===== src/rtl/fifo_pkg.sv =====
// ---------------------------------------------------------------------------
// fifo_pkg
// Shared definitions for the synchronous FIFO and its backing RAM.
//   DEF_MEM_WIDTH / DEF_MEM_DEPTH : default word width and entry count
//   addr_w()                      : pointer width for a given depth
// Build option: define FIFO_ERR_EN to generate the sticky overflow /
// underflow error logic inside fifo_sync.
// ---------------------------------------------------------------------------
package fifo_pkg;

    localparam int DEF_MEM_WIDTH = 10;
    localparam int DEF_MEM_DEPTH = 8;

    // Pointer width; depth is a power of two >= 2, so this is exact.
    function automatic int addr_w(input int depth);
        return (depth > 1) ? $clog2(depth) : 1;
    endfunction

endpackage


===== src/rtl/dual_port_ram.sv =====
// ---------------------------------------------------------------------------
// dual_port_ram
// Simple dual-port RAM with one synchronous write port and one registered
// read port, each with its own address and enable.
//   clk      : clock, all activity on the rising edge
//   reset_L  : async active-low reset, clears the read register only
//   wr_en    : write enable
//   wr_addr  : write address
//   wr_data  : write data
//   rd_en    : read enable, loads rd_data from mem[rd_addr]
//   rd_addr  : read address
//   rd_data  : registered read data, holds when rd_en is low
// Storage contents are not reset.
// ---------------------------------------------------------------------------
module dual_port_ram
    import fifo_pkg::*;
#(
    parameter int MEM_WIDTH = DEF_MEM_WIDTH,
    parameter int MEM_DEPTH = DEF_MEM_DEPTH,
    localparam int ADDR_W   = addr_w(MEM_DEPTH)
) (
    input  logic                 clk,
    input  logic                 reset_L,
    input  logic                 wr_en,
    input  logic [ADDR_W-1:0]    wr_addr,
    input  logic [MEM_WIDTH-1:0] wr_data,
    input  logic                 rd_en,
    input  logic [ADDR_W-1:0]    rd_addr,
    output logic [MEM_WIDTH-1:0] rd_data
);

    logic [MEM_WIDTH-1:0] mem [MEM_DEPTH];

    always_ff @(posedge clk) begin
        if (wr_en) begin
            mem[wr_addr] <= wr_data;
        end
    end

    // Read samples the array before this edge's write lands, so a
    // same-address read/write returns the old word.
    always_ff @(posedge clk or negedge reset_L) begin
        if (!reset_L) begin
            rd_data <= '0;
        end else if (rd_en) begin
            rd_data <= mem[rd_addr];
        end
    end

endmodule


===== src/rtl/fifo_sync.sv =====
// ---------------------------------------------------------------------------
// fifo_sync
// Single-clock FIFO around dual_port_ram: pointers, occupancy count,
// full/empty/watermark flags and a registered read path with valid strobe.
//   clk            : clock
//   reset_L        : async active-low reset, discards all contents
//   push           : write request, Fifo_Data_in sampled when accepted
//   Fifo_Data_in   : write data
//   pop            : read request
//   Fifo_Data_out  : registered read data, holds when no pop is accepted
//   data_valid     : Fifo_Data_out carries a word popped at the last edge
//   full / empty   : count == MEM_DEPTH / count == 0
//   almost_full    : count >= ALMOST_FULL_TH
//   almost_empty   : count <= ALMOST_EMPTY_TH
//   fifo_count     : occupancy 0..MEM_DEPTH
//   overflow       : sticky rejected push   (FIFO_ERR_EN only, else 0)
//   underflow      : sticky rejected pop    (FIFO_ERR_EN only, else 0)
//
// Handshake: there is no ready; empty/full act as the inverse readies.
// A pop is accepted when the FIFO is not empty. A push is accepted when
// not full, or when full and a pop is accepted at the same edge. On an
// empty FIFO push+pop accepts only the push (no fall-through).
// ---------------------------------------------------------------------------
module fifo_sync
    import fifo_pkg::*;
#(
    parameter int MEM_WIDTH       = DEF_MEM_WIDTH,
    parameter int MEM_DEPTH       = DEF_MEM_DEPTH,
    parameter int ALMOST_FULL_TH  = 6,
    parameter int ALMOST_EMPTY_TH = 2,
    localparam int ADDR_W         = addr_w(MEM_DEPTH)
) (
    input  logic                 clk,
    input  logic                 reset_L,
    input  logic                 push,
    input  logic [MEM_WIDTH-1:0] Fifo_Data_in,
    input  logic                 pop,
    output logic [MEM_WIDTH-1:0] Fifo_Data_out,
    output logic                 data_valid,
    output logic                 full,
    output logic                 empty,
    output logic                 almost_full,
    output logic                 almost_empty,
    output logic [ADDR_W:0]      fifo_count,
    output logic                 overflow,
    output logic                 underflow
);

    localparam logic [ADDR_W:0] DEPTH_C = (ADDR_W + 1)'(MEM_DEPTH);
    localparam logic [ADDR_W:0] AF_C    = (ADDR_W + 1)'(ALMOST_FULL_TH);
    localparam logic [ADDR_W:0] AE_C    = (ADDR_W + 1)'(ALMOST_EMPTY_TH);

    logic [ADDR_W-1:0] wr_ptr;
    logic [ADDR_W-1:0] rd_ptr;
    logic [ADDR_W:0]   count_q;
    logic              valid_q;
    logic              pop_ok;
    logic              push_ok;

    assign pop_ok  = pop && !empty;
    assign push_ok = push && (!full || pop_ok);

    // Flags decode the registered count only.
    assign empty        = (count_q == '0);
    assign full         = (count_q == DEPTH_C);
    assign almost_full  = (count_q >= AF_C);
    assign almost_empty = (count_q <= AE_C);
    assign fifo_count   = count_q;
    assign data_valid   = valid_q;

    always_ff @(posedge clk or negedge reset_L) begin
        if (!reset_L) begin
            wr_ptr  <= '0;
            rd_ptr  <= '0;
            count_q <= '0;
            valid_q <= 1'b0;
        end else begin
            valid_q <= pop_ok;
            // Pointers are exactly ADDR_W bits, so they wrap on their own.
            if (push_ok) begin
                wr_ptr <= wr_ptr + 1'b1;
            end
            if (pop_ok) begin
                rd_ptr <= rd_ptr + 1'b1;
            end
            case ({push_ok, pop_ok})
                2'b10:   count_q <= count_q + 1'b1;
                2'b01:   count_q <= count_q - 1'b1;
                default: count_q <= count_q;
            endcase
        end
    end

    dual_port_ram #(
        .MEM_WIDTH (MEM_WIDTH),
        .MEM_DEPTH (MEM_DEPTH)
    ) u_ram (
        .clk     (clk),
        .reset_L (reset_L),
        .wr_en   (push_ok),
        .wr_addr (wr_ptr),
        .wr_data (Fifo_Data_in),
        .rd_en   (pop_ok),
        .rd_addr (rd_ptr),
        .rd_data (Fifo_Data_out)
    );

`ifdef FIFO_ERR_EN
    logic overflow_q;
    logic underflow_q;

    always_ff @(posedge clk or negedge reset_L) begin
        if (!reset_L) begin
            overflow_q  <= 1'b0;
            underflow_q <= 1'b0;
        end else begin
            if (push && !push_ok) begin
                overflow_q <= 1'b1;
            end
            if (pop && !pop_ok) begin
                underflow_q <= 1'b1;
            end
        end
    end

    assign overflow  = overflow_q;
    assign underflow = underflow_q;
`else
    assign overflow  = 1'b0;
    assign underflow = 1'b0;
`endif

endmodule


===== config.mk =====
export PLATFORM = sky130hd
export DESIGN_NAME = fifo_sync
export DESIGN_NICKNAME = d
export VERILOG_FILES = /design/src/rtl/fifo_pkg.sv /design/src/rtl/dual_port_ram.sv /design/src/rtl/fifo_sync.sv
export SDC_FILE = /design/constraint.sdc
export NUM_CORES = 1
export LEC_CHECK = 0
export BUFFER_PORTS_ARGS = -buffer_cell sky130_fd_sc_hd__buf_2
export CAP_MARGIN = 0
export CORE_UTILIZATION = 35
export CTS_CLUSTER_DIAMETER = 200
export DETAILED_ROUTE_END_ITERATION = 10
export GPL_TIMING_DRIVEN = 0
export PLACE_DENSITY = 0.47
export SETUP_SLACK_MARGIN = 0.4
export SYNTH_ARGS = -nofsm -noshare
export SYNTH_HDL_FRONTEND = slang
export SYNTH_SLANG_ARGS = --single-unit
export TNS_END_PERCENT = 30

===== constraint.sdc =====
create_clock -name clk -period 2.76 [get_ports clk]
set_clock_uncertainty 0.05 [all_clocks]
set_input_delay 0.276 -clock clk [delete_from_list [all_inputs] [get_ports clk]]
set_output_delay 0.276 -clock clk [all_outputs]
set_load 0.01 [all_outputs]

## Yosys cells after proc, flatten, opt, wreduce, memory -nomap -nowiden

Memories as Yosys holds them, arrays and structs flattened. A register that Yosys moved wholly into a read port is not among the register bits.
Cells that the tools add are included.
Widths: inputs -> output; s select.

- Memories kept: 1
- Memory bits (writable): 80
- Register bits after elaboration: 11

- Magnitude comparators: 2
- Multiplexer cells: 3
- Equality and inequality tests: 3
- Reductions and logical operators: 8
- $add $sub $neg: 4

Memories:

| name | depth | width | read ports | clocked after Yosys merged registers in | wr ports | line | source |
|---|---|---|---|---|---|---|---|
| u_ram.mem | 8 | 10 | 1 | 1 | 1 | dual_port_ram.sv:32 | `logic [MEM_WIDTH-1:0] mem [MEM_DEPTH];` |

Operator list:

| kind | count |
|---|---|
| $pmux 4 s2 | 1 |
| $add 3x1->3 const B | 2 |
| $add 4x1->4 const B | 1 |
| $eq 4x4->1 const B | 1 |
| $ge 4x3->1 const B | 1 |
| $le 4x2->1 const B | 1 |
| $logic_not 4->1 | 1 |
| $sub 4x1->4 const B | 1 |
| $logic_not 1->1 | 3 |
| $eq 2x1->1 const B | 1 |
| $eq 2x2->1 const B | 1 |
| $logic_and 1x1->1 | 2 |
| $mux 1 | 2 |
| $reduce_bool 2->1 | 1 |
| $logic_or 1x1->1 | 1 |

## Logic depth before layout (Yosys ltp)

- Word-level depth: 7
- Depth in mapped cells: 10
- Gate-level depth less buffers: 9

## Hierarchy

A second synthesis with hierarchy kept.

- Cell total of the unflattened synthesis: 270
- Area total of the unflattened synthesis: 4256.6 µm²

By module, submodules not included:

| module | area an instance (µm²) | instances | cells an instance |
|---|---|---|---|
| dual_port_ram | 3578.4 | 1 | 208 |
| fifo_sync | 678.2 | 1 | 62 |

## Worst setup path after synthesis

No wires, ideal clock.

- Path type: register to register
- From: register count_q[3] (netlist: fifo_count[3])
- To: memory u_ram.mem[2][0] (netlist bit) (enable)
- Arrival time: 2069 ps
- Stages on the path, launching flop included: 5
- Path buffers: 1
- Period minus slack after synthesis: 2526 ps
- Path slack: 234 ps
- Path through: dfrtp_1 > buf_2 > or4b_4 > o21ai_2 > nor4b_1

- Cells in the longest elaborated chain, start to end: 7
- Elaborated cells between the ends (all ways): 9
- Those cells by class: eq/ne: 1; mux: 2; reduce/logical: 6

RTL lines:

| what | line | source |
|---|---|---|
| start, declared | fifo_sync.sv:55 | `logic [ADDR_W:0] count_q;` |
| start signal, assigned | fifo_sync.sv:87 | `2'b10: count_q <= count_q + 1'b1;` |
| start signal, assigned | fifo_sync.sv:88 | `2'b01: count_q <= count_q - 1'b1;` |
| start signal, assigned | fifo_sync.sv:89 | `default: count_q <= count_q;` |
| $logic_not 4->1 | fifo_sync.sv:64 | `assign empty = (count_q == '0);` |
| $logic_not 1->1 | fifo_sync.sv:60 | `assign pop_ok = pop && !empty;` |
| $logic_and 1x1->1 | fifo_sync.sv:60 |  |
| $logic_or 1x1->1 * | fifo_sync.sv:61 | `assign push_ok = push && (!full \|\| pop_ok);` |
| $logic_and 1x1->1 * | fifo_sync.sv:61 |  |
| $mux 1 * | dual_port_ram.sv:35 | `if (wr_en) begin` |
| $mux 1 (not written as such) * | dual_port_ram.sv:36 | `mem[wr_addr] <= wr_data;` |
| end, declared | dual_port_ram.sv:32 |  |

Mark *: on every way between the ends. The rest lies on a longest branch, timed or not.

## Worst setup path after layout

- From: register count_q[1] (netlist: fifo_count[1])
- To: memory u_ram.mem[1][7] (netlist bit) (enable)

The elaborated chain is that of the path after synthesis.

==> key figures <==
Outcome
  – Status: complete, but fails checks
  – Failing checks: design-rule violations

Clocking
  – Root Driver: clkbuf_16
  – Clock sink total: 101
  – CTS tree: done
  – Max Root-Sink Buffers: 2
  – Clock transition at path regs: 0.07 ns
  – Worst-skew pair later-pin latency: 0.34 ns
  – H-tree depth: 3
  – Total CTS buffers: 9

Synthesis
  – Share of the synthesized area in the top cell type: 0.578
  – Yosys warnings: 0
  – Ys flop type: edfxtp_1
  – Ys async rst share: 0.208
  – Synth Area per Inst: 16.0 um^2
  – Cell taking the most area after synthesis: edfxtp_1
  – Distinct cells, synth: 39
  – Area contributors post-synth: edfxtp_1, dfrtp_1, mux2_2
  – Seq cells post-synth: 101
  – Mapped Cells: 260
  – Syn Std Cell Area: 4150 um^2
  – Post-synth EDFFs: 80
  – Seq/Total Area, Yosys: 0.705

Floorplan
  – Rows: 39
  – Boundary Pins: 35
  – Die Y: 111 um
  – Total die area: 12300 um^2
  – Initial core utilization: 0.361
  – Core Region: 11500 um^2
  – Die X: 111 um

Final layout
  – Fin cells: 463
  – Final layout net count: 334
  – Most common cell after layout, fill and taps aside: edfxtp_1
  – Design Area, Final: 5000 um^2
  – Sequential Area: 2930 um^2
  – Share of layout cells above drive strength 1: 0.344
  – Area grow syn2layout: 20.4%
  – FILL cells: 1050
  – Antenna fix cells: 0
  – Multi-input gate area: 1220 um^2
  – Commonest non-fill, non-tap cells in the layout: edfxtp_1, buf_2, nand2_1
  – Util after Layout: 0.434

Timing
  – Period utilization: 0.817
  – Max_slew headroom: 0.451
  – Worst slew pin tran: 0.820 ns
  – Fin. Hold Viols: 0
  – Final WS setup: 0.504 ns
  – Post-route minimum period: 2.26 ns
  – # setup viols final: 0
  – RSZ-0062 raised after global routing: false
  – Peak Freq: 0.443 GHz
  – Fin. max-slew vios: 0

Placed design
  – Cell Area, Placed: 4610 um^2
  – Placer Congestion: 0.672
  – Post-placement cell count: 442
  – Dpl hpwl: 5740 um
  – Port bufs: 31
  – Setup WS pre-CTS: -0.0511 ns

Route
  – Routed Antenna Nets: 0
  – Vias per inst: 4.90
  – 1st-iter DRT viols: 104
  – Vias: 2271
  – Detailed Routing Iterations Pass 1: 7
  – Drt total wl: 8170 um
  – DR WL/cell: 17.6 um
  – DRC Markers: 6

Power and ir drop
  – P_leak: 1.87 nW
  – Total power: 5.25 mW
  – Worst IR drop on VDD: 0.302 mV
  – Pwr Density: 1050 nW/um^2

Flow run
  – Max-Cap Viols: 0

Worst setup path
  – WP data arrival: 2.31 ns
  – CP Max Fanout: 6
  – Req. time, crit path: 2.81 ns
  – Startpoint Class: register
  – Crit-path cells: buf_4 -> or4b_4 -> o21a_1 -> nand2_1 -> nor3_2 -> buf_6
  – Worst path slowest cell: or4b_4
  – Crit. Startpoint: fifo_count[1]
  – Worst Path Class, Setup: reg2reg
  – Reg2reg start: fifo_count[1]
  – Kind of end point of the critical path: register
  – Crit path to: u_ram.mem[1][7]
  – CP max stage delay: 0.53 ns
  – FF-to-FF End: u_ram.mem[1][7]
  – Cells on worst reg2reg path: 6
  – Setup slack, reg-to-reg: 0.50 ns

Global routing
  – First-pass GRT wire length: 12700 um
  – Global-route usage over all layers: 0.142
  – Grt ovf: 0
  – Initial antenna violation count: 0
  – Largest net degree at the start of global routing: 22
  – Vias in the first global route: 2234

Min path
  – Hold Crit Start: Fifo_Data_in[1]
  – Hold Path Class: in2reg
==> power breakdown <==
group / internal (mW) / total (mW) / switching [mW]
Clock: 0.714 / 1.23 / 0.521
Combinational: 0.831 / 1.85 / 1.01
Sequential: 1.98 / 2.17 / 0.188
Total: 3.53 / 5.25 / 1.72
==> layer usage <==
metal | global-route usage | vias to the layer above | wire length [um]
met4 | 0.0521 | 0 | 97
met1 | 0.173 | 1112 | 3640
li1 | - | 1098 | -
met2 | 0.244 | 52 | 4150
met3 | 0.0328 | 9 | 276
met5 | 0 | - | 0
==> cell usage after synthesis, drive strengths merged, types with 2 or more instances <==
| cell type | n |
|---|---|
| nand2 | 24 |
| dfrtp | 21 |
| a221o | 10 |
| mux2 | 21 |
| a21oi | 3 |
| ha | 4 |
| nor3 | 3 |
| clkbuf | 3 |
| nor2 | 5 |
| mux2i | 21 |
| buf | 11 |
| nor3b | 2 |
| inv | 6 |
| o21a | 2 |
| o21ai | 11 |
| edfxtp | 80 |
| xnor2 | 6 |
| o22ai | 10 |
| nand2b | 2 |
==> final cells by class <==
class,instances,area share
Sequential cell,101,0.586
Multi-Input combinational cell,140,0.244
Clock buffer,13,0.0563
Timing Repair Buffer,43,0.0548
Tap cell,143,0.0358
Buffer,14,0.0153
Inverter,6,0.00450
Clock inverter,3,0.00325
==> critical path: cells and delay by family (launching register included) <==
family,cells,cell delay [ns]
and+or+nand+nor,3,0.90
DFF,1,0.46
buffers and inverters,2,0.36
AOI/OAI and AO/OA,1,0.25
==> worst min-delay path by stage <==
stage               cells past startpoint              end
floorplan                               0       data_valid
global placement                        1    fifo_count[2]
detailed placement                      1    fifo_count[2]
CTS                                     1  u_ram.mem[7][7]
global route                            1  u_ram.mem[0][5]
finish                                  1  u_ram.mem[3][1]
==> state kept, by name, summed over array words and instances, names as in the netlist <==
| name | count |
|---|---|
| wr_ptr | 3 |
| rd_ptr | 3 |
| u_ram.rd_data | 10 |
| data_valid | 1 |
| u_ram.mem | 80 |
| fifo_count | 4 |
==> kinds of logic (layout without fill, tap and decap cells) <==
group                      after synthesis  count (layout)  synth area share
AOI/OAI and AO/OA                       42              42            0.0816
xor gates and xnor gates                 7               7            0.0148
adders and majority gates                5               5            0.0169
buffers and inverters                   20              79            0.0238
DFF                                    101             101             0.705
muxes                                   42              42             0.108
other                                    1               2          0.000903
and+or+nand+nor                         42              42            0.0488
==> stage by stage <==
step	setup TNS (ns)	hold slack [ns]
after floorplan	0	-0.0696
after global placement	-15.57	0.214
after detailed placement	-0.0511	0.220
after CTS	0	0.158
after global routing	0	0.168
final	0	0.163
==> what timing repair did <==
action	4_1_cts	5_1_grt
gates cloned	0	0
pin swaps	1	3
endpoints found under the hold margin	21	0
buffers inserted	2	2
resized for setup	3	8
hold buffers	1	0
endpoints found under the setup margin	11	7
No activity file was read; power rests on OpenSTA's default activity.
